### config.mk
export PLATFORM = sky130hd
export DESIGN_NAME = load_store_unit
export DESIGN_NICKNAME = d
export VERILOG_FILES = /design/src/rtl/load_store_unit_pkg.sv /design/src/rtl/load_store_unit_align_check.sv /design/src/rtl/load_store_unit.sv
export SDC_FILE = /design/constraint.sdc
export NUM_CORES = 1
export LEC_CHECK = 0
export BUFFER_PORTS_ARGS = -buffer_cell sky130_fd_sc_hd__buf_2
export CORE_ASPECT_RATIO = 0.75
export CORE_UTILIZATION = 45
export CTS_BUF_LIST = sky130_fd_sc_hd__clkbuf_16
export CTS_CLUSTER_DIAMETER = 100
export DETAILED_ROUTE_END_ITERATION = 10
export GPL_ROUTABILITY_DRIVEN = 1
export PLACE_DENSITY = 0.73
export SLEW_MARGIN = 25
export SYNTH_ARGS = -nofsm -noshare
export SYNTH_HDL_FRONTEND = slang
export SYNTH_SLANG_ARGS = --single-unit
export TNS_END_PERCENT = 5
### constraint.sdc
create_clock -name SYS_clk -period 7.29 [get_ports SYS_clk]
set_clock_uncertainty 0.2 [all_clocks]
set_input_delay 1.0935 -clock SYS_clk [delete_from_list [all_inputs] [get_ports SYS_clk]]
set_output_delay 1.0935 -clock SYS_clk [all_outputs]
set_load 0.1 [all_outputs]
### src/rtl/load_store_unit_pkg.sv
// Shared encodings for the load/store unit: memory access lengths, FSM state codes and
// the half-word extension helper used when reassembling split loads.
package load_store_unit_pkg;

  localparam logic [1:0] MEM_LEN_NONE = 2'b00;
  localparam logic [1:0] MEM_LEN_BYTE = 2'b01;
  localparam logic [1:0] MEM_LEN_HALF = 2'b10;
  localparam logic [1:0] MEM_LEN_WORD = 2'b11;

  typedef enum logic [1:0] {
    LSU_IDLE    = 2'b00,
    LSU_ALIGNED = 2'b01,
    LSU_SPLIT   = 2'b10,
    LSU_RESP    = 2'b11
  } lsu_state_e;

  function automatic logic [31:0] ext_half(input logic [15:0] i_half, input logic i_signed);
    return {{16{i_signed & i_half[15]}}, i_half};
  endfunction

endpackage

### src/rtl/load_store_unit_align_check.sv
// Classifies a request by size and low address bits: natural alignment, illegal size,
// and the number of bytes the access covers.
module load_store_unit_align_check
  import load_store_unit_pkg::*;
(
  input  logic [1:0] i_size,
  input  logic [1:0] i_addr_lo,
  output logic       o_aligned,
  output logic       o_illegal,
  output logic [2:0] o_nbytes
);

  always_comb begin
    o_aligned = 1'b0;
    o_illegal = 1'b0;
    o_nbytes  = 3'd0;
    case (i_size)
      MEM_LEN_BYTE: begin
        o_aligned = 1'b1;
        o_nbytes  = 3'd1;
      end
      MEM_LEN_HALF: begin
        o_aligned = ~i_addr_lo[0];
        o_nbytes  = 3'd2;
      end
      MEM_LEN_WORD: begin
        o_aligned = (i_addr_lo == 2'b00);
        o_nbytes  = 3'd4;
      end
      default: o_illegal = 1'b1;
    endcase
  end

endmodule

### src/rtl/load_store_unit.sv
// Memory-port initiator: one request at a time, aligned accesses in a single memory cycle,
// misaligned half/word accesses either split into byte accesses or rejected with an error.
module load_store_unit
  import load_store_unit_pkg::*;
#(
  parameter int MISALIGN_TRAP = 0
) (
  input  logic        SYS_clk,
  input  logic        SYS_reset_n,
  input  logic        req_valid,
  output logic        req_ready,
  input  logic        req_write,
  input  logic [1:0]  req_size,
  input  logic        req_signed,
  input  logic [31:0] req_addr,
  input  logic [31:0] req_wdata,
  output logic        resp_valid,
  output logic [31:0] resp_rdata,
  output logic        resp_err,
  output logic [1:0]  MEM_write_length,
  output logic [31:0] MEM_write_address,
  output logic [31:0] MEM_write_data,
  output logic [1:0]  MEM_read_length,
  output logic        MEM_read_signed,
  output logic [31:0] MEM_read_address,
  input  logic [31:0] MEM_read_data
);

  lsu_state_e  r_state;
  logic [1:0]  r_cnt;
  logic [1:0]  r_last;
  logic [1:0]  r_size;
  logic        r_write;
  logic        r_signed;
  logic [31:0] r_addr;
  logic [31:0] r_wdata;
  logic [31:0] r_rdata;
  logic        r_req_ready;
  logic        r_resp_valid;
  logic        r_resp_err;
  logic [31:0] r_resp_rdata;
  logic [1:0]  r_mem_wlen;
  logic [31:0] r_mem_waddr;
  logic [31:0] r_mem_wdata;
  logic [1:0]  r_mem_rlen;
  logic        r_mem_rsigned;
  logic [31:0] r_mem_raddr;

  logic        w_aligned;
  logic        w_illegal;
  logic [2:0]  w_nbytes;
  logic        w_trap;
  logic [1:0]  w_next_cnt;
  logic [31:0] w_next_addr;
  logic [7:0]  w_next_wbyte;
  logic [31:0] w_cap_rdata;
  logic [31:0] w_split_result;

  load_store_unit_align_check u_align_check (
    .i_size    (req_size),
    .i_addr_lo (req_addr[1:0]),
    .o_aligned (w_aligned),
    .o_illegal (w_illegal),
    .o_nbytes  (w_nbytes)
  );

  assign w_trap       = w_illegal | (~w_aligned & (MISALIGN_TRAP != 0));
  assign w_next_cnt   = r_cnt + 2'd1;
  assign w_next_addr  = r_addr + {30'd0, w_next_cnt};
  assign w_next_wbyte = r_wdata[{w_next_cnt, 3'b000} +: 8];

  // Merge the byte returned this cycle into the partial result; a split half is extended here.
  always_comb begin
    w_cap_rdata = r_rdata;
    w_cap_rdata[{r_cnt, 3'b000} +: 8] = MEM_read_data[7:0];
    w_split_result = (r_size == MEM_LEN_HALF) ? ext_half(w_cap_rdata[15:0], r_signed)
                                              : w_cap_rdata;
  end

  always_ff @(posedge SYS_clk or negedge SYS_reset_n) begin
    if (!SYS_reset_n) begin
      r_state       <= LSU_IDLE;
      r_cnt         <= 2'd0;
      r_last        <= 2'd0;
      r_size        <= MEM_LEN_NONE;
      r_write       <= 1'b0;
      r_signed      <= 1'b0;
      r_addr        <= 32'd0;
      r_wdata       <= 32'd0;
      r_rdata       <= 32'd0;
      r_req_ready   <= 1'b1;
      r_resp_valid  <= 1'b0;
      r_resp_err    <= 1'b0;
      r_resp_rdata  <= 32'd0;
      r_mem_wlen    <= MEM_LEN_NONE;
      r_mem_waddr   <= 32'd0;
      r_mem_wdata   <= 32'd0;
      r_mem_rlen    <= MEM_LEN_NONE;
      r_mem_rsigned <= 1'b0;
      r_mem_raddr   <= 32'd0;
    end else begin
      // Memory strobes and the response are single-cycle unless re-asserted below.
      r_mem_wlen    <= MEM_LEN_NONE;
      r_mem_waddr   <= 32'd0;
      r_mem_wdata   <= 32'd0;
      r_mem_rlen    <= MEM_LEN_NONE;
      r_mem_rsigned <= 1'b0;
      r_mem_raddr   <= 32'd0;
      r_resp_valid  <= 1'b0;
      r_resp_err    <= 1'b0;
      r_resp_rdata  <= 32'd0;
      case (r_state)
        LSU_IDLE: begin
          if (req_valid) begin
            r_req_ready <= 1'b0;
            r_size      <= req_size;
            r_write     <= req_write;
            r_signed    <= req_signed;
            r_addr      <= req_addr;
            r_wdata     <= req_wdata;
            r_rdata     <= 32'd0;
            r_cnt       <= 2'd0;
            r_last      <= 2'(w_nbytes - 3'd1);
            if (w_trap) begin
              r_state      <= LSU_RESP;
              r_resp_valid <= 1'b1;
              r_resp_err   <= 1'b1;
            end else if (w_aligned) begin
              r_state <= LSU_ALIGNED;
              if (req_write) begin
                r_mem_wlen  <= req_size;
                r_mem_waddr <= req_addr;
                r_mem_wdata <= req_wdata;
              end else begin
                r_mem_rlen    <= req_size;
                r_mem_rsigned <= req_signed;
                r_mem_raddr   <= req_addr;
              end
            end else begin
              r_state <= LSU_SPLIT;
              if (req_write) begin
                r_mem_wlen  <= MEM_LEN_BYTE;
                r_mem_waddr <= req_addr;
                r_mem_wdata <= {24'd0, req_wdata[7:0]};
              end else begin
                r_mem_rlen  <= MEM_LEN_BYTE;
                r_mem_raddr <= req_addr;
              end
            end
          end
        end
        LSU_ALIGNED: begin
          r_state      <= LSU_RESP;
          r_resp_valid <= 1'b1;
          r_resp_rdata <= r_write ? 32'd0 : MEM_read_data;
        end
        LSU_SPLIT: begin
          if (r_cnt == r_last) begin
            r_state      <= LSU_RESP;
            r_resp_valid <= 1'b1;
            r_resp_rdata <= r_write ? 32'd0 : w_split_result;
          end else begin
            r_cnt <= w_next_cnt;
            if (r_write) begin
              r_mem_wlen  <= MEM_LEN_BYTE;
              r_mem_waddr <= w_next_addr;
              r_mem_wdata <= {24'd0, w_next_wbyte};
            end else begin
              r_rdata     <= w_cap_rdata;
              r_mem_rlen  <= MEM_LEN_BYTE;
              r_mem_raddr <= w_next_addr;
            end
          end
        end
        LSU_RESP: begin
          r_state     <= LSU_IDLE;
          r_req_ready <= 1'b1;
        end
      endcase
    end
  end

  assign req_ready         = r_req_ready;
  assign resp_valid        = r_resp_valid;
  assign resp_rdata        = r_resp_rdata;
  assign resp_err          = r_resp_err;
  assign MEM_write_length  = r_mem_wlen;
  assign MEM_write_address = r_mem_waddr;
  assign MEM_write_data    = r_mem_wdata;
  assign MEM_read_length   = r_mem_rlen;
  assign MEM_read_signed   = r_mem_rsigned;
  assign MEM_read_address  = r_mem_raddr;

endmodule

==> results of run 1 <==
routing by layer:
| layer | track usage, % | part of all wire, % |
|---|---|---|
| met1 | 32.22 | 48 |
| met2 | 32.09 | 43 |
| met3 | 4.566 | 6.3 |
| met4 | 6.034 | 2.6 |
| met5 | 0 | 0 |
through the flow:
step	hold slack, ps	setup slack (ps)	power [uW]	utilization [%]
detailed placement	258.1	2900	4609	53.02
floorplan	240.7	3987	4045	-
CTS	272.8	2897	5847	56.51
global placement	251.3	3138	4561	53.01
finish	270.9	2952	5809	56.66
global route	304.6	2622	6096	56.59
area by class of cell:
cell class | instances | area, um2
Multi-Input combinational cell | 605 | 3973
Timing Repair Buffer | 252 | 1310
Clock inverter | 18 | 151.4
Antenna cell | 8 | 20.02
Tap cell | 294 | 367.9
Inverter | 32 | 122.6
Fill cell | 1938 | 9661
Clock buffer | 25 | 625.6
Sequential cell | 242 | 6057
cells in the mapped netlist (2+ instances only):
library cell	number	area share, %
a21o_1	2	0.15
a21oi_1	12	0.58
a22o_1	26	2.2
a2bb2oi_1	7	0.59
and2_1	26	1.6
and3_1	8	0.49
and4_1	5	0.42
and4b_1	2	0.19
buf_1	8	0.29
buf_2	5	0.24
buf_6	2	0.22
clkbuf_1	31	1.1
dfrtp_1	241	58
ha_1	16	1.9
inv_1	31	1.1
mux2_2	67	7.3
mux2i_1	5	0.49
mux4_2	8	1.7
nand2_1	161	5.9
nand2b_1	3	0.18
nand3_1	12	0.58
nand4_1	10	0.61
nand4b_1	2	0.17
nor2_1	39	1.4
nor2b_1	10	0.61
nor3_1	6	0.29
nor4_1	2	0.12
nor4bb_1	2	0.19
o21ai_0	122	5.9
o31ai_1	8	0.58
xnor2_1	6	0.51
xor2_1	26	2.2
worst register-to-register path, stage by stage, from the launching register on:
cell	delay [ps]
dfrtp_1	850
inv_1	280
ha_1	710
inv_1	210
fa_1	480
nand4b_1	240
nor4_1	530
buf_4	260
nand4b_1	120
xor2_1	190
o21ai_0	180
path summary, 6_finish.rpt:
kind / slack, ps / cells past startpoint / end / start
setup / recovery: 2950 / 10 / MEM_write_address[28] / r_cnt[0]
min in group asynchronous: 360 / 1 / r_rdata[12] / SYS_reset_n
max in group asynchronous: 5210 / 2 / MEM_write_address[11] / SYS_reset_n
hold reg to reg: 270 / 2 / r_rdata[8] / r_rdata[8]
setup reg to reg: 2950 / 10 / MEM_write_address[28] / r_cnt[0]
hold / removal: 270 / 2 / r_rdata[8] / r_rdata[8]
registers in the layout, summed over array words and instances (netlist names), 32 cells and up:
name               count
r_rdata               32
MEM_write_address     32
MEM_write_data        32
resp_rdata            32
r_wdata               32
r_addr                32
MEM_read_address      32
kinds of logic (layout without fill, tap and decap cells):
group           count (synthesis)  in the layout  synth area share (%)
simple gates                  295            295                 13.42
flops                         242            242                 58.72
compound gates                181            181                 10.40
mux                            80             80                 9.546
buf+inv                        78            327                 3.069
xor+xnor                       32             32                 2.717
fa+ha+maj                      17             17                 2.135
other cells                     0              8                     0
where the power goes:
group / internal, uW / switching, uW / total [uW]
combinational: 645 / 1970 / 2620
sequential: 1720 / 251 / 1970
clock: 722 / 501 / 1220
total: 3080 / 2720 / 5810
==> metrics.txt, run 1 <==
Yosys warnings 0; CTS tree built; routed vias/inst 5.238; commonest register cell after synthesis dfrtp_1; most frequent cells in the layout dfrtp_1, buf_2, nand2_1, o21ai_0, mux2_2; synth-to-layout area growth 22.42%; Die ar. 23540 um2; TritonCTS buffer count 24; final cell count without fillers 1476; Detail Route Antenna Nets 1; Worst slew margin roughly 30%; Placed Cells around 1.4k; Root Buffer Master clkbuf_16; dpl cell area about 12000 um2; CP Max Fanout 18; Final Hold Vio Count 0; initial antenna violation count 3; worst path cell trace inv_1 -> ha_1 -> inv_1 -> fa_1 -> nand4b_1 -> nor4_1 -> buf_4 -> nand4b_1 -> xor2_1 -> o21ai_0; CP Launch Type register; # H-tree levels 1; Synth async-reset ratio 100.0%; crit end category register; IO Count ~240; global-route wire length before repair 39970 um; Total GRT Usage a little over a fifth; design area around 13000 um2; Yosys reg bits around 240; Syn Area/Cell roughly 11 um2; worst vdd ir 253.5 uV; residual DRC count 0; clock buffer depth 3; Slew Limit Fails 0; hpwl dp approximately 18000 um; Power Density 460.0 nW/um2; Syn Inst Count around 930; Crit path buffers/inverters 3; f_max between 0.2 and 0.25 GHz; die height 133.1 um; GP Congestion 0.8513; Die Span X 176.8 um; Setup Fix Bufs, Post-CTS 0; crit path time final ~4300 ps; I/O Buffers 238; slowest stage cell, crit path dfrtp_1; number of synthesized flops with an enable pin 0; core area approximately 22000 um2; outcome finished with violations; sequential area share after synthesis 58.72%; average wire per standard cell 17.21 um; worst-skew pair later-pin latency 510 ps; Required @ worst endpoint ~7500 ps; Final nets ~1.3k; syn nets 1045; global route overflow 0; routed wire length 25400 um; Resized Gates After CTS 0; Post-Synthesis Cell Area 10310 um2; commonest non-fill, non-tap cell in the layout dfrtp_1; total negative slack 0 ps; P_leak approximately 0.0062 uW; DR vias 7731; RSZ-0062 raised after global routing false; vias in the first global route 7527; CP Data Arrival Time 4550 ps; Unique masters post-synth 46; share of cells above drive strength 1 31.60%; Finish-stage setup viols 0; CTS hold repair buffers 0; fin crit share about three fifths; initial core utilization 46.28%; kind of critical path register to register; DR iter-0 viols 473; largest stage delay on the critical path 850 ps; worst min-delay path class register to register; row cnt 47; CTS clk-pin slew, worst paths 60 ps; TritonRoute pass-1 iters 7; # Max-Cap Violations 0; violated checks antenna rules; CTS Sinks 242; Worst Max-Slew Pin Slew 1045 ps; CP delay by family, top adder cells; pin count of the biggest net entering global routing 100
(Power assumes the default switching activity.)
==> run 2, diff against run 1 <==
==> constraint.sdc (replaced) <==
create_clock -name SYS_clk -period 4.1 [get_ports SYS_clk]
set_clock_uncertainty 0.2 [all_clocks]
set_input_delay 0.615 -clock SYS_clk [delete_from_list [all_inputs] [get_ports SYS_clk]]
set_output_delay 0.615 -clock SYS_clk [all_outputs]
set_load 0.1 [all_outputs]
==> run 2 against run 1 <==
Compared with the run above:
- the run now ends clean
- final area is 0.11% lower
- cell count is 0.27% lower
- die area stayed put
- clock power rose by 70%
- via count is 0.43% lower
- global-route usage is 0.24 points higher
- largest power group unchanged
==> metrics.txt, run 2 (synthesis results as in run 1) <==
DR vias between 7k and 8k; initial core utilization between 40% and 50%; fin crit share 76.26%; vias in the first global route ~7.7k; Final Hold Vio Count 0; synth-to-layout area growth 22.28%; crit path from r_state[0]; share of cells above drive strength 1 a little under a third; f_max 0.3198 GHz; worst min-delay path class input pin to register; CTS Sinks ~240; CP Data Arrival Time 3380 ps; core area approximately 22000 um2; IO Count 239; hpwl dp 17730 um; Resized Gates After CTS 0; die height 133.1 um; worst-skew pair later-pin latency 520 ps; Worst slew margin 40.36%; TritonRoute pass-1 iters 5; RSZ-0062 raised after global routing false; Reg2Reg Depth 6; Die Span X roughly 180 um; residual DRC count 0; Die ar. 23540 um2; kind of critical path register to register; Setup Fix Bufs, Post-CTS 0; routed vias/inst 5.230; Slew Limit Fails 0; initial antenna violation count 2; P_leak around 0.0062 uW; HP Start MEM_read_data[30]; # H-tree levels 1; total negative slack 0 ps; TritonCTS buffer count 24; Detail Route Antenna Nets 0; row cnt 47; Power Density 812.7 nW/um2; CTS tree built; hold slack 84.59 ps; average wire per standard cell 17.29 um; CTS hold repair buffers 1; Fill cells 1961; hold depth 3; crit end category register; clock buffer depth 3; Root Buffer Master clkbuf_16; global route overflow 0; CP Launch Type register; routed wire length 25450 um; Required @ worst endpoint 4360 ps; crit path time final 3127 ps; global-route wire length before repair slightly above 40000 um; GP Congestion 0.8559; CTS clk-pin slew, worst paths 60 ps; I/O Buffers 238; Worst Max-Slew Pin Slew roughly 890 ps; most frequent cells in the layout dfrtp_1, buf_2, nand2_1, o21ai_0, mux2_2; outcome finished clean; Worst Hold End resp_rdata[30]; commonest non-fill, non-tap cell in the layout dfrtp_1; CP Max Fanout 16; Total GRT Usage between 20% and 30%; # Max-Cap Violations 0; R2R Setup Slk 970 ps; reg2reg start r_state[0]; R2R Path End resp_rdata[1]; worst vdd ir between 400 and 500 uV; DR iter-0 viols approximately 570; Final nets 1282; pin count of the biggest net entering global routing approximately 110; Finish-stage setup viols 0
-- run 2: cell types whose count changed in the layout (fill, tap and decap cells not counted), sizes merged --
cell / before / now
dlygate4sd3: 0 / 1
bufinv: 3 / 2
diode: 8 / 2
clkinv: 10 / 9
buf: 252 / 256
clkbuf: 25 / 24
-- run 2: power by group --
part | leakage (uW) | switching (uW) | internal [uW]
clock network | 0.000375 | 902 | 1180
registers | 0.00320 | 401 | 3050
logic | 0.00264 | 3540 | 1170
-- run 2: area by class of cell --
| type | instances | area (um2) | share of cell area [%] |
|---|---|---|---|
| multi-input combinational | 605 | 3961 | 31.41 |
| tap | 294 | 367.9 | 2.916 |
| sequential | 242 | 6057 | 48.02 |
| inverter | 32 | 122.6 | 0.9721 |
| timing repair buffer | 257 | 1371 | 10.87 |
| clock buffer | 24 | 600.6 | 4.761 |
| antenna | 2 | 5.005 | 0.03968 |
| clock inverter | 16 | 127.6 | 1.012 |
-- run 2: stage by stage --
| step | total power [uW] | setup slack, ps | util [%] | std cells | cell area, um2 |
|---|---|---|---|---|---|
| after CTS | 10330 | 1029 | 56.57 | 1470 | 12610 |
| final | 10250 | 973.4 | 56.59 | 1472 | 12610 |
| after global routing | 10750 | 823.1 | 56.59 | 1472 | 12610 |
| after detailed placement | 8211 | 1050 | 53.26 | 1429 | 11870 |
| after global placement | 8133 | 1204 | 53.26 | 1429 | 11870 |
| after floorplan | 7193 | 797.2 | - | 925 | 10310 |
-- run 2: metal layers --
metal | up-vias | global-route usage [%] | share of wire [%]
li1 | 3630 | - | -
met3 | 48 | 5.337 | 7.5
met2 | 277 | 33.18 | 44
met5 | - | 0 | 0
met1 | 3743 | 31.56 | 45
met4 | 0 | 5.843 | 2.6
-- run 2: worst max-delay path, cell delays in order (launching register included) --
cell     delay [ps]
dfrtp_1         420
inv_1           120
ha_1            580
inv_4           130
or4_4           650
nor3_1          690
a22o_1          260
-- run 2: worst max-delay path by stage --
stage,cells past startpoint,slack (ps),end
final,6,970,resp_rdata[1]
after global routing,6,820,resp_rdata[1]
after CTS,6,1030,resp_rdata[1]
after detailed placement,6,1050,resp_rdata[1]
after global placement,6,1200,resp_rdata[7]
after floorplan,11,800,MEM_write_address[28]
